==> src/rtl/udp_rx.sv <==
// udp_rx: GMII receive parser that checks the preamble and the MAC/IPv4/UDP headers, then packs the UDP payload into 32-bit RAM words.
// Latency: a RAM write is registered one edge after the byte that completes the word. No backpressure: the GMII stream cannot be stalled.
module udp_rx #(
  parameter logic [47:0] BOARD_MAC  = 48'h00_0A_35_01_FE_C0,
  parameter logic [31:0] BOARD_IP   = 32'hC0A8_0002,
  parameter logic [15:0] BOARD_PORT = 16'd8080
) (
  input  logic        e_rxc,
  input  logic        reset,
  input  logic        e_rxdv,
  input  logic [7:0]  e_rxd,
  output logic        ram_wr_en,
  output logic [12:0] ram_wr_addr,
  output logic [31:0] ram_wr_data,
  output logic [3:0]  rx_state,
  output logic [13:0] rx_data_length,
  output logic        rx_done,
  output logic        rx_err
);

  typedef enum logic [3:0] {
    IDLE     = 4'd0,
    PREAMBLE = 4'd1,
    MAC_HDR  = 4'd2,
    IP_HDR   = 4'd3,
    UDP_HDR  = 4'd4,
    DATA     = 4'd5,
    DONE     = 4'd6,
    DROP     = 4'd7
  } state_t;

  state_t      state_q, state_d;
  logic [13:0] cnt_q, cnt_d;
  logic [39:0] sh_q, sh_d;
  logic        bad_q, bad_d;
  logic [13:0] plen_q, plen_d;
  logic        first_q, first_d;
  logic        wr_en_q, wr_en_d;
  logic [12:0] wr_addr_q, wr_addr_d;
  logic [31:0] wr_data_q, wr_data_d;
  logic [13:0] len_q, len_d;
  logic        done_q, done_d;
  logic        err_q, err_d;

  // Byte history with the current byte appended: multi-byte fields compare on their last byte.
  logic [47:0] sh_nxt;
  logic [15:0] udp_len;
  logic [15:0] pay16;
  logic        last_byte;

  assign sh_nxt    = {sh_q, e_rxd};
  assign udp_len   = sh_nxt[15:0];
  assign pay16     = udp_len - 16'd8;
  assign last_byte = (cnt_q == plen_q - 14'd1);

  always_comb begin
    state_d   = state_q;
    cnt_d     = cnt_q;
    sh_d      = sh_q;
    bad_d     = bad_q;
    plen_d    = plen_q;
    first_d   = first_q;
    wr_en_d   = 1'b0;
    wr_addr_d = wr_addr_q;
    wr_data_d = wr_data_q;
    len_d     = len_q;
    done_d    = 1'b0;
    err_d     = 1'b0;

    unique case (state_q)
      IDLE: begin
        if (e_rxdv && e_rxd == 8'h55) begin
          state_d = PREAMBLE;
          cnt_d   = 14'd1;
        end
      end

      PREAMBLE: begin
        if (!e_rxdv) begin
          state_d = DROP;
          err_d   = 1'b1;
        end else if (cnt_q < 14'd7) begin
          if (e_rxd == 8'h55) begin
            cnt_d = cnt_q + 14'd1;
          end else begin
            state_d = DROP;
            err_d   = 1'b1;
          end
        end else if (e_rxd == 8'hD5) begin
          state_d = MAC_HDR;
          cnt_d   = 14'd0;
          bad_d   = 1'b0;
        end else begin
          state_d = DROP;
          err_d   = 1'b1;
        end
      end

      MAC_HDR: begin
        if (!e_rxdv) begin
          state_d = DROP;
        end else begin
          sh_d  = sh_nxt[39:0];
          cnt_d = cnt_q + 14'd1;
          if (cnt_q == 14'd5 && sh_nxt != BOARD_MAC && sh_nxt != 48'hFFFF_FFFF_FFFF) begin
            bad_d = 1'b1;
          end
          if (cnt_q == 14'd13) begin
            cnt_d = 14'd0;
            bad_d = 1'b0;
            state_d = (bad_q || sh_nxt[15:0] != 16'h0800) ? DROP : IP_HDR;
          end
        end
      end

      IP_HDR: begin
        if (!e_rxdv) begin
          state_d = DROP;
        end else begin
          sh_d  = sh_nxt[39:0];
          cnt_d = cnt_q + 14'd1;
          if ((cnt_q == 14'd0 && e_rxd != 8'h45) || (cnt_q == 14'd9 && e_rxd != 8'h11)) begin
            bad_d = 1'b1;
          end
          if (cnt_q == 14'd19) begin
            cnt_d = 14'd0;
            bad_d = 1'b0;
            state_d = (bad_q || sh_nxt[31:0] != BOARD_IP) ? DROP : UDP_HDR;
          end
        end
      end

      UDP_HDR: begin
        if (!e_rxdv) begin
          state_d = DROP;
        end else begin
          sh_d  = sh_nxt[39:0];
          cnt_d = cnt_q + 14'd1;
          if (cnt_q == 14'd3 && sh_nxt[15:0] != BOARD_PORT) begin
            state_d = DROP;
          end
          if (cnt_q == 14'd5) begin
            if (udp_len < 16'd8 || pay16 > 16'd1472) begin
              state_d = DROP;
              err_d   = 1'b1;
            end else begin
              plen_d = pay16[13:0];
            end
          end
          if (cnt_q == 14'd7) begin
            cnt_d   = 14'd0;
            first_d = 1'b1;
            state_d = (plen_q == 14'd0) ? DONE : DATA;
          end
        end
      end

      DATA: begin
        if (!e_rxdv) begin
          state_d = DROP;
          err_d   = 1'b1;
        end else begin
          sh_d  = sh_nxt[39:0];
          cnt_d = cnt_q + 14'd1;
          if (cnt_q[1:0] == 2'b11 || last_byte) begin
            wr_en_d   = 1'b1;
            // Left-justify a partial final word so its unused low bytes read as zero.
            wr_data_d = sh_nxt[31:0] << {~cnt_q[1:0], 3'b000};
            wr_addr_d = first_q ? 13'd0 : wr_addr_q + 13'd1;
            first_d   = 1'b0;
          end
          if (last_byte) begin
            state_d = DONE;
          end
        end
      end

      DONE: begin
        len_d   = plen_q;
        done_d  = 1'b1;
        state_d = DROP;
      end

      DROP: begin
        if (!e_rxdv) begin
          state_d = IDLE;
        end
      end

      default: state_d = DROP;
    endcase
  end

  always_ff @(posedge e_rxc or posedge reset) begin
    if (reset) begin
      state_q   <= DROP;
      cnt_q     <= 14'd0;
      sh_q      <= 40'd0;
      bad_q     <= 1'b0;
      plen_q    <= 14'd0;
      first_q   <= 1'b0;
      wr_en_q   <= 1'b0;
      wr_addr_q <= 13'd0;
      wr_data_q <= 32'd0;
      len_q     <= 14'd0;
      done_q    <= 1'b0;
      err_q     <= 1'b0;
    end else begin
      state_q   <= state_d;
      cnt_q     <= cnt_d;
      sh_q      <= sh_d;
      bad_q     <= bad_d;
      plen_q    <= plen_d;
      first_q   <= first_d;
      wr_en_q   <= wr_en_d;
      wr_addr_q <= wr_addr_d;
      wr_data_q <= wr_data_d;
      len_q     <= len_d;
      done_q    <= done_d;
      err_q     <= err_d;
    end
  end

  assign ram_wr_en      = wr_en_q;
  assign ram_wr_addr    = wr_addr_q;
  assign ram_wr_data    = wr_data_q;
  assign rx_state       = state_q;
  assign rx_data_length = len_q;
  assign rx_done        = done_q;
  assign rx_err         = err_q;

endmodule
==> config.mk <==
export PLATFORM = sky130hd
export DESIGN_NAME = udp_rx
export DESIGN_NICKNAME = d
export VERILOG_FILES = /design/src/rtl/udp_rx.sv
export SDC_FILE = /design/constraint.sdc
export NUM_CORES = 1
export LEC_CHECK = 0
export CAP_MARGIN = 20
export CELL_PAD_IN_SITES_DETAIL_PLACEMENT = 1
export CELL_PAD_IN_SITES_GLOBAL_PLACEMENT = 1
export CORE_MARGIN = 1
export CORE_UTILIZATION = 35
export CTS_CLUSTER_SIZE = 28
export DETAILED_ROUTE_END_ITERATION = 12
export PLACE_DENSITY = 0.77
export SYNTH_ARGS = -nofsm -noshare
export SYNTH_HDL_FRONTEND = slang
export SYNTH_SLANG_ARGS = --single-unit
==> constraint.sdc <==
create_clock -name e_rxc -period 3.79 [get_ports e_rxc]
set_input_delay 0.379 -clock e_rxc [delete_from_list [all_inputs] [get_ports e_rxc]]
set_output_delay 0.379 -clock e_rxc [all_outputs]
set_load 0.01 [all_outputs]
* Word-level counts from Yosys, hierarchy flattened
Cells that the tools add are included.
Storage, ports and cells: logic and storage cells 153, flip-flop bits (word level) 136, input bits 11
Operators by class: shift-type cells 1, equality and inequality tests 43, $lt $le $gt $ge 3, bitwise logic cells 2, reductions and logical operators 25, $add $sub $neg 4, muxes and demuxes 63
Operators with widths (count):
- 2-to-1 mux 14 bit | 12
- one-hot mux 14 bit (6 select lines) | 1
- 2-to-1 mux 4 bit | 16
- != test 48 x 36 -> 1 bit (second input constant) | 1
- != test 48 bit (second input constant) | 1
- != test 32 bit (second input constant) | 1
- left shift 32 x 5 -> 32 bit | 1
- == test 14 x 3 -> 1 bit (second input constant) | 2
- == test 14 x 4 -> 1 bit (second input constant) | 2
- zero test 14 bit | 2
- one-hot mux 4 bit (7 select lines) | 1
- 2-to-1 mux 1 bit | 25
- != test 2 bit (second input constant) | 11
- != test 3 bit (second input constant) | 7
- == test 4 x 3 -> 1 bit (second input constant) | 4
- > comparator 16 x 11 -> 1 bit (second input constant) | 1
- less-than comparator 16 x 4 -> 1 bit (second input constant) | 1
- != test 16 x 12 -> 1 bit (second input constant) | 1
- != test 16 x 13 -> 1 bit (second input constant) | 1
- subtractor 16 x 4 -> 16 bit (second input constant) | 1
- adder 14 x 1 -> 14 bit (second input constant) | 1
- == test 14 bit | 1
- == test 14 x 2 -> 1 bit (second input constant) | 1
- == test 14 x 5 -> 1 bit (second input constant) | 1
- 32 further kinds | 45

* Depth between registers and ports, before layout
depth after elaboration 8, gate-level depth with buffers 12

* Worst setup path before layout
OpenSTA, ideal clock, no wires.
kind in2reg, start in e_rxd[3], end reg plen_q[0], data arrival time 2.882 ns, library setup time 0.125 ns, slack 0.783 ns, stages 12, cell sequence clkbuf_1 inv_1 ha_1 buf_2 or4b_2 o31ai_1 o211ai_1 a311oi_2 and2_1 nand2_2 buf_6 mux2_2
Between the ends: longest elaborated chain between the ends 5, elaborated cells on any way between the ends 6, classes of those cells add/sub: 1; order compare: 2; bitwise: 1; reduce/logical: 2
RTL lines:
- from (decl) | RTL line 11 | input logic [7:0] e_rxd,
- subtractor 16 x 4 -> 16 bit | RTL line 53 | assign pay16 = udp_len - 16'd8;
- via pay16[3] | RTL line 48 | logic [15:0] pay16;
- > comparator 16 x 11 -> 1 bit | RTL line 143 | if (udp_len < 16'd8 || pay16 > 16'd1472) begin
- logical OR 1 bit | RTL line 143
- NOT 1 bit (no source line)
- AND reduction 4 bit (no source line)
- to (signal assigned) | RTL line 213 | plen_q <= plen_d;
- to (decl) | RTL line 36 | logic [13:0] plen_q, plen_d;
The timed path passes the listed nets, and every way through them passes these cells. A chain may end at the register's enable or synchronous reset.

* Worst setup path after layout
start reg plen_q[2], end reg wr_data_q[31], in the netlist ram_wr_data[31]
Between the ends: longest elaborated chain between the ends 4
RTL lines:
- subtractor 14 x 1 -> 14 bit | RTL line 54 | assign last_byte = (cnt_q == plen_q - 14'd1);
- == test 14 bit | RTL line 54
- logical OR 1 bit | RTL line 165 | if (cnt_q[1:0] == 2'b11 || last_byte) begin
- AND reduction 3 bit (no source line)
- to (signal assigned) | RTL line 217 | wr_data_q <= wr_data_d;
- to (decl) | RTL line 40 | logic [31:0] wr_data_q, wr_data_d;
Every way passes these cells.

==> impl_metrics.tcl <==
set metrics [dict create \
    grt.total_usage_pct 22.84 \
    yosysSeqAreaShare_pct 43.38 \
    clk_latency_ns 0.43 \
    critPathRequiredTime_ns 4.11 \
    die-area_sq_um 23040 \
    synth_seq_cells 136 \
    synth-edff-count 0 \
    synth_top_area_share_pct 42.38 \
    route.detailed.drc 0 \
    overflow 0 \
    cts_tree "yes" \
    hold_viol_final 0 \
    holdCritPathClass "input port to async pin" \
    multi_input_area_sq_um 4084 \
    clock_path_buffers 2 \
    synth_area_per_cell_sq_um 9.992 \
    antenna_cells 0 \
    synthArstFlopShare_pct 100.0 \
    synth_nets 803 \
    worstPathArrival_ns 3.58 \
    holdBufCountCts 0 \
    postCtsSetupBuffers 0 \
    num_rows 54 \
    regToRegEndpoint "ram_wr_data[31]$_DFFE_PP0P_" \
    max_freq_ghz 0.3070 \
    yosys_warnings 0 \
    root_buffer "clkbuf_16" \
    synth_area_leader_cell "dfrtp_1" \
    firstDrtPassIters 5 \
    vias_per_cell 5.948 \
    dp_hpwl_mm 16.98 \
    die_w_um 151.8 \
    reg2reg_setup_slack_ns 0.53 \
    fin_skew_ns 0.01161 \
    setup_viol 0 \
    final_max_slew_viol_count 0 \
    rsz0062_at_grt "no" \
    totalWireLength_mm 24.92 \
    path_clk_slew_ns 0.07 \
    r2r-start "plen_q[2]$_DFFE_PP0P_" \
    seqCellArea_sq_um 3407 \
    outcome "finished, final reports clean" \
    startpoint_type "flop" \
    cts_buffers 17 \
    coreArea_sq_um 21890 \
    synth_cell_type_count 76 \
    relSlewSlack_pct 40.22 \
    drt_iter0_drc 526 \
    fin_area_sq_um 9540 \
    cts_resized 0 \
    htreeDepth 4 \
    syn2layout_area_growth_pct 21.48 \
    crit_path_end "ram_wr_data[31]$_DFFE_PP0P_" \
    setup_tns_ns 0 \
    path_max_fanout 25 \
    p_per_area_nw_per_um2 637.9 \
    cts_sinks 136 \
    dr_total_vias 6757 \
    fin_crit_ns 3.258 \
    period_share_pct 85.95 \
    grt_pass1_wl_mm 39.80 \
    startpoint "plen_q[2]$_DFFE_PP0P_" \
    netlist_area_sq_um 7854 \
    final_net_count 860 \
    synth_most_common_cell "dfrtp_1" \
    cp-end-kind "flop" \
    antenna_found_initial 0 \
    irDropWorstVdd_mv 0.3119 \
    pin_count 77 \
    io_buffers 76 \
    die_h_um 151.8 \
    grt_pass1_vias 7132 \
    criticalPathCategory "flop to flop" \
    ys_top_cells_by_area "dfrtp_1 (42%), mux2_2 (9.7%), o21ai_0 (3.2%), mux2i_1 (2.8%), nand2_1 (2.4%)" \
    synth_common_cells "dfrtp_1 (133), mux2_2 (68), nand2_1 (51)" \
    leakagePower_nw 4.063 \
    synthFlopType "dfrtp_1" \
    n_fill_cell 2447 \
    tightest_slew_ns 0.8899 \
    wl_per_cell_um 21.93 \
    drv_cap 0 \
    synthCells 786 \
    grt_max_degree 53 \
    rr_worst_depth 8 \
    place_congestion 0.8952 \
    final_antenna_net_count 0 \
    place_area_sq_um 8896 \
    drive_gt1_share_pct 17.06 \
    start_util_pct 35.88 \
]
## per-layer routing
layer / wire length [um] / global-route usage (%) / part of all wire [%] / up-vias
li1: - / - / - / 3066
met1: 10650 / 28.37 / 43 / 3435
met2: 12390 / 38.25 / 50 / 190
met3: 1087 / 4.192 / 4.4 / 66
met4: 795 / 10.69 / 3.2 / 0
met5: 0 / 0 / 0 / -
## layout make-up
class | count | share of cell area (%)
clock buffer | 17 | 4.459
inverter | 28 | 1.167
timing repair buffer | 98 | 10.10
clock inverter | 15 | 2.085
sequential | 136 | 35.71
tap | 280 | 3.672
multi-input combinational | 562 | 42.81
## flip-flops by register name, summed over array words and instances (netlist names), 4 cells and up
| register | flops |
|---|---|
| ram_wr_data | 32 |
| rx_state | 4 |
| sh_q | 40 |
| cnt_q | 14 |
| ram_wr_addr | 13 |
| plen_q | 14 |
| rx_data_length | 14 |
## stage by stage
| step | utilization [%] | total power, W | hold slack (ns) | setup WS, ns | std cells |
|---|---|---|---|---|---|
| after floorplan | - | 0.003454 | 0.4983 | 0.7834 | 786 |
| after global placement | 40.64 | 0.004272 | 0.4710 | 0.4083 | 1103 |
| after detailed placement | 40.64 | 0.004336 | 0.4804 | 0.2733 | 1103 |
| after CTS | 43.49 | 0.006100 | 0.4974 | 0.5503 | 1135 |
| after global routing | 43.58 | 0.006394 | 0.3016 | 0.3429 | 1136 |
| final | 43.58 | 0.006086 | 0.2802 | 0.5323 | 1136 |
## power breakdown
part	switching [W]	internal, W	total [W]
Sequential	0.000537	0.00182	0.00236
Combinational	0.00105	0.000945	0.00200
Clock	0.000778	0.000956	0.00173
## critical path, stage by stage (launching register included)
cell and delay [ns]:
dfrtp_1 0.48, nor3_1 0.72, nand4_1 0.17, and3_1 0.21, a211oi_1 0.40, a41oi_2 0.23
or2_4 0.29, inv_4 0.24, mux2_2 0.38
## cells in the final DEF, fill, tap and decap left out, types with 7 or more instances in the layout
cell,Yosys,routed
a22o_1,8,8
clkbuf_16,0,17
xnor2_1,13,13
a211oi_1,14,14
o41a_1,8,8
a31oi_1,12,12
mux2_1,11,11
nand2_1,51,51
and2_1,17,17
o22ai_1,10,10
or3_1,11,11
o31ai_1,12,12
nor4_1,18,18
clkdlybuf4s50_1,0,76
nand3_1,27,27
and3_1,7,7
nor2_1,29,29
o21ai_0,50,50
nor2b_1,10,10
inv_1,26,25
nor3_1,16,15
mux2i_1,22,22
a21oi_1,23,23
nand4b_1,7,7
nand4_1,21,21
buf_4,0,19
mux2_2,68,68
dfrtp_1,133,133
## logic make-up after synthesis
family	Yosys count	synth area share, %
AO/OA/AOI/OAI	190	17.21
XOR/XNOR	19	2.119
adder cells (fa/ha/maj)	6	0.9558
buffers and inverters	88	4.827
flip-flops	136	43.38
multiplexers	101	14.13
other	1	0.04775
AND/OR/NAND/NOR	245	17.33
## worst min-delay path by stage
stage	from	end	slack, ns	depth (start not counted)
after CTS	ram_wr_data[22]$_DFFE_PP0P_	ram_wr_data[22]$_DFFE_PP0P_	0.50	1
after global placement	ram_wr_data[16]$_DFFE_PP0P_	ram_wr_data[16]$_DFFE_PP0P_	0.47	1
final	reset	sh_q[9]$_DFFE_PP0P_	0.28	2
after detailed placement	ram_wr_data[22]$_DFFE_PP0P_	ram_wr_data[22]$_DFFE_PP0P_	0.48	1
after global routing	reset	sh_q[15]$_DFFE_PP0P_	0.30	2
after floorplan	sh_q[25]$_DFFE_PP0P_	sh_q[33]$_DFFE_PP0P_	0.50	1
Power figures use the tool's default switching activity.
